**src/rtl/modexp_ctrl_pkg.sv**
```systemverilog
// -----------------------------------------------------------------------------
// modexp_ctrl_pkg
// Shared definitions for the modular-exponentiation sequencer:
//   - state_t   : 3-bit encoding of the six sequencer states
//   - op_count  : number of multiplier operations one exponentiation issues,
//                 as a function of the exponent and the constant-time mode
// -----------------------------------------------------------------------------
package modexp_ctrl_pkg;

  localparam int ST_W = 3;

  typedef enum logic [ST_W-1:0] {
    S_IDLE      = 3'd0,
    S_SQ_ISSUE  = 3'd1,
    S_SQ_WAIT   = 3'd2,
    S_MUL_ISSUE = 3'd3,
    S_MUL_WAIT  = 3'd4,
    S_DONE      = 3'd5
  } state_t;

  // One squaring per exponent bit, plus one multiply per set bit
  // (or per bit unconditionally in constant-time mode).
  function automatic int op_count(input logic [31:0] e, input int ew, input bit ct);
    int n;
    n = ew;
    for (int i = 0; i < ew; i++) begin
      if (ct || e[i]) n++;
    end
    return n;
  endfunction

endpackage

```
**src/rtl/modexp_ctrl.sv**
```systemverilog
// -----------------------------------------------------------------------------
// modexp_ctrl
// Left-to-right square-and-multiply sequencer computing base^exp mod N.
// Contains no arithmetic: every square/multiply is handed to an external
// modular multiplier (which holds N) over a start/done handshake.
//
// Parameters
//   WIDTH      : operand / result width
//   EXP_WIDTH  : exponent width, = number of loop iterations (>=1)
//   CONST_TIME : 1 = multiply issued for every bit (dummy on 0 bits)
//
// Ports
//   clk, rst_n           : clock, asynchronous active-low reset
//   start, base, exp     : request and operands, accepted only when idle
//   busy                 : high whenever not idle
//   done, result         : one-cycle completion pulse; result held until the
//                          next accepted start
//   mm_start, mm_a, mm_b : issue pulse and operands to the multiplier
//   mm_done, mm_res      : multiplier completion strobe and product
// -----------------------------------------------------------------------------
module modexp_ctrl
  import modexp_ctrl_pkg::*;
#(
  parameter int WIDTH      = 8,
  parameter int EXP_WIDTH  = 8,
  parameter int CONST_TIME = 1
) (
  input  logic                 clk,
  input  logic                 rst_n,
  input  logic                 start,
  input  logic [WIDTH-1:0]     base,
  input  logic [EXP_WIDTH-1:0] exp,
  output logic                 busy,
  output logic                 done,
  output logic [WIDTH-1:0]     result,
  output logic                 mm_start,
  output logic [WIDTH-1:0]     mm_a,
  output logic [WIDTH-1:0]     mm_b,
  input  logic                 mm_done,
  input  logic [WIDTH-1:0]     mm_res
);

  localparam int   IDX_W   = (EXP_WIDTH > 1) ? $clog2(EXP_WIDTH) : 1;
  localparam logic CT_MODE = (CONST_TIME != 0);

  state_t               r_state, w_state_next;
  logic [WIDTH-1:0]     r_acc, w_acc_next;
  logic [WIDTH-1:0]     r_base;
  logic [EXP_WIDTH-1:0] r_exp;
  logic [IDX_W-1:0]     r_idx, w_idx_next;
  logic [WIDTH-1:0]     r_result, w_result_next;
  logic                 w_capture;
  logic                 w_bit;
  logic                 w_last;

  assign w_bit  = r_exp[r_idx];
  assign w_last = (r_idx == '0);

  // ---------------------------------------------------------------------------
  // State and datapath registers
  // ---------------------------------------------------------------------------
  always_ff @(posedge clk or negedge rst_n) begin
    if (!rst_n) begin
      r_state  <= S_IDLE;
      r_acc    <= '0;
      r_base   <= '0;
      r_exp    <= '0;
      r_idx    <= '0;
      r_result <= '0;
    end else begin
      r_state  <= w_state_next;
      r_acc    <= w_acc_next;
      r_idx    <= w_idx_next;
      r_result <= w_result_next;
      if (w_capture) begin
        r_base <= base;
        r_exp  <= exp;
      end
    end
  end

  // ---------------------------------------------------------------------------
  // Next-state / datapath control
  // ---------------------------------------------------------------------------
  always_comb begin
    w_state_next  = r_state;
    w_acc_next    = r_acc;
    w_idx_next    = r_idx;
    w_result_next = r_result;
    w_capture     = 1'b0;

    unique case (r_state)
      S_IDLE: begin
        if (start) begin
          w_capture    = 1'b1;
          w_acc_next   = WIDTH'(1);
          w_idx_next   = IDX_W'(EXP_WIDTH - 1);
          w_state_next = S_SQ_ISSUE;
        end
      end

      S_SQ_ISSUE: w_state_next = S_SQ_WAIT;

      S_SQ_WAIT: begin
        if (mm_done) begin
          w_acc_next = mm_res;
          if (w_bit || CT_MODE) begin
            w_state_next = S_MUL_ISSUE;
          end else if (w_last) begin
            w_state_next = S_DONE;
          end else begin
            w_idx_next   = r_idx - 1'b1;
            w_state_next = S_SQ_ISSUE;
          end
        end
      end

      S_MUL_ISSUE: w_state_next = S_MUL_WAIT;

      S_MUL_WAIT: begin
        if (mm_done) begin
          // A multiply on a zero bit is a dummy: its product is dropped.
          if (w_bit) w_acc_next = mm_res;
          if (w_last) begin
            w_state_next = S_DONE;
          end else begin
            w_idx_next   = r_idx - 1'b1;
            w_state_next = S_SQ_ISSUE;
          end
        end
      end

      S_DONE: w_state_next = S_IDLE;

      default: w_state_next = S_IDLE;
    endcase

    // Latch the final accumulator on entry to DONE so result is already
    // valid in the cycle done is high.
    if (w_state_next == S_DONE && r_state != S_DONE) begin
      w_result_next = w_acc_next;
    end
  end

  // ---------------------------------------------------------------------------
  // Outputs: all registered or decoded from the state register
  // ---------------------------------------------------------------------------
  assign busy     = (r_state != S_IDLE);
  assign done     = (r_state == S_DONE);
  assign result   = r_result;
  assign mm_start = (r_state == S_SQ_ISSUE) || (r_state == S_MUL_ISSUE);
  assign mm_a     = r_acc;
  // r_acc only changes on the mm_done edge, so both operands stay stable
  // while the multiplier is working.
  assign mm_b     = ((r_state == S_MUL_ISSUE) || (r_state == S_MUL_WAIT)) ? r_base : r_acc;

endmodule

```
**config.mk**
```make
export PLATFORM = sky130hd
export DESIGN_NAME = modexp_ctrl
export DESIGN_NICKNAME = d
export VERILOG_FILES = /design/src/rtl/modexp_ctrl_pkg.sv /design/src/rtl/modexp_ctrl.sv
export SDC_FILE = /design/constraint.sdc
export NUM_CORES = 1
export LEC_CHECK = 0
export CORE_MARGIN = 2
export CORE_UTILIZATION = 43
export DETAILED_ROUTE_END_ITERATION = 8
export PLACE_DENSITY = 0.88
export SETUP_SLACK_MARGIN = 0.1
export SLEW_MARGIN = 20
export SYNTH_ARGS = -nofsm -noshare
export SYNTH_HDL_FRONTEND = slang
export SYNTH_SLANG_ARGS = --single-unit
```
**constraint.sdc**
```tcl
create_clock -name clk -period 1.8 [get_ports clk]
set_clock_uncertainty 0.1 [all_clocks]
set_input_delay 0.18 -clock clk [delete_from_list [all_inputs] [get_ports clk]]
set_output_delay 0.18 -clock clk [all_outputs]
set_load 0.1 [all_outputs]
```
==> key figures <==
Drt
  – Final ANT Viol Nets: 0
  – Via count: between 1,500 and 2,000
  – WL final: around 5200 um
  – WL/cell: 17.6 um
  – First DRT Iteration DRCs: 100
  – Vias per cell: about 5.5
  – First-pass DRT Iterations: 4
  – DRC: 0

Worst setup path
  – Setup crit start kind: flip-flop
  – Crit path from: r_state[1]
  – Worst endpoint required time: approximately 1.5 ns
  – CP max stage delay: between 0.4 and 0.5 ns
  – Crit path max fanout: 8
  – Arr. time, crit path: roughly 1.7 ns
  – R2r startpoint: r_idx[0]
  – Top cell family by delay on the critical path: flip-flops
  – Crit path buf inv count: 2
  – Worst Path Class, Setup: reg -> out
  – Critical Path End Type: output port
  – Worst path cell trace: buf_6, nand3b_1, nand2_4, mux2_4, buf_12
  – Slowest CP cell: dfrtp_1
  – R2r setup slk: -0.09 ns

Clock network
  – Root Buffer: clkbuf_8
  – Total CTS buffers: 5
  – CTS tree: yes
  – CTS clk-pin slew, worst paths: ~0.08 ns
  – H-tree depth: 2
  – Clk buf depth: 2
  – # clock sinks: 38
  – Clk Latency, worst-skew pair: 0.29 ns

Floorplan
  – Starting density of the core: between 40 and 50%
  – Die height: slightly above 70 um
  – Core ar.: 4320 um^2
  – Die Area: 5000 um^2
  – Top-level I/O count: 55
  – Die X: ~71 um
  – Number of core rows: 24

Synthesis
  – Netlist cell types: 40
  – Synth Net Count: about 190
  – Async set-reset flop share out of synthesis: 100%
  – Top post-synthesis cells by area: dfrtp_1 (50%), mux2_2 (13%), a221o_1 (4.2%)
  – Mapped cell area: 1910 um^2
  – Ys Warns: 0
  – Number of flops mapped to enable cells by yosys: 0
  – Most common cell in the netlist: dfrtp_1
  – Mapped Avg Cell Area: 12.1 um^2
  – Commonest cells post-synth: dfrtp_1 (38), mux2_2 (22), nor2_1 (12), a221o_1 (8), a22o_1 (7)
  – Cells after Synth: approximately 160
  – Most used DFF post-synth: dfrtp_1
  – Area leader, netlist: dfrtp_1
  – Sequential area share after synthesis: a little under 50%
  – #FFs+latches synth: 38
  – Area share of the largest cell type after synthesis: 49.7%

Timing
  – Hold Vio Cnt, Final: 0
  – RSZ-0062 raised after global routing: yes
  – Tmin final: between 1.5 and 2 ns
  – Slew Limit Fails: 0
  – Fmax: roughly 510 MHz
  – Rel. slew slack: around 76%
  – Final setup margin: -0.164 ns
  – Setup-failing EPs final: 23
  – Worst Tran Pin Value: 0.359 ns
  – Period utilization: 109%

Place
  – GP Congestion: approximately 0.78
  – HPWL after DPL: 3640 um
  – Buffers on Ports: 54
  – Placed Cells: 280

Global route
  – Vias in the first global route: 1,655
  – GR Util All Layers: between 20 and 25%
  – First-pass GRT wire length: about 8400 um
  – Pin count of the biggest net entering global routing: 17
  – Antenna violations before repair: 0
  – GRT overflow: 0

Cells and area
  – Share of layout cells above drive strength 1: approximately 50%
  – Area Overhead vs Synth: 68.7%
  – Net count, final: between 200 and 300
  – Ant. Diodes: 0
  – Fin cells: 295

Run status
  – Run status: finished, violations left
  – Violated checks: setup timing

Flow run
  – Maximum capacitance violations: 0

Hold path
  – Hold Path Class: in -> async
==> per-stage QoR <==
step | utilization (%) | area [um^2] | TNS, ns | setup slack [ns] | hold slack [ns]
floorplan | - | 2040 | -2.39 | -0.190 | -0.216
global placement | 67.8 | 2930 | -1.98 | -0.139 | 0.00508
detailed placement | 67.8 | 2930 | -2.94 | -0.210 | 0.0104
CTS | 73.6 | 3180 | -2.50 | -0.152 | 0.242
global route | 74.6 | 3220 | -3.62 | -0.209 | 0.269
finish | 74.6 | 3220 | -2.23 | -0.164 | 0.234
==> cells by family after synthesis <==
kind of cell | share of synthesized area [%]
buffers and inverters | 2.62
AOI/OAI and AO/OA | 16.2
muxes | 17.4
DFF | 49.7
and+or+nand+nor | 12.3
xor gates and xnor gates | 0.458
adders and majority gates | 1.31
==> worst reg2reg max path: cells and delay by family (launching register included) <==
family | cells | cell delay (ns)
multiplexers | 1 | 0.55
flip-flops | 1 | 0.41
AND/OR/NAND/NOR | 3 | 0.41
AO/OA/AOI/OAI | 1 | 0.32
==> what timing repair did <==
action,4_1_cts,5_1_grt
gates cloned,1,0
buffers inserted,5,0
hold buffers,1,0
pin swaps,10,6
resized for setup,11,13
endpoints found under the hold margin,14,0
setup endpoints to repair,27,44
==> cell usage in the layout (no fill, tap or decap), types with 5 or more instances in the layout <==
master	n
nor2_1	10
buf_4	28
buf_12	20
mux2_4	24
a21oi_1	5
dfrtp_2	9
a221o_1	8
clkbuf_8	5
and2_2	6
a22o_1	7
buf_6	6
clkdlybuf4s50_1	26
dfrtp_1	29
==> sequential cells by signal, indices dropped and copies added, names as in the netlist <==
register and count:
r_state 3, r_idx 3, r_base 8, r_exp 8, result 8, mm_a 8
==> layer usage <==
metal  GRT usage [%]  share of wire [%]  vias up
met5               0                  0        -
met4            9.01                2.1        0
met3            5.27                4.8       10
met2            34.2                 49       52
met1            29.3                 44      802
li1                -                  -      748
==> path summary, 6_finish.rpt <==
path / end / cells after the start
hold / removal: result[5] / 2
setup reg to reg: result[7] / 5
hold reg to reg: r_exp[5] / 1
setup / recovery: mm_b[4] / 5
min in group clk: r_base[5] / 2
max in group asynchronous: r_idx[0] / 3
==> cell type report <==
type	instances	area (um^2)
clock buffer	5	68.8
sequential	38	962
timing repair buffer	83	978
tap	52	65.1
inverter	4	15.0
fill	275	1100
multi-input combinational	110	1070
clock inverter	3	68.8
Power is not shown: default switching activity piles up to over one toggle a cycle in this logic, so the estimate is an artifact.
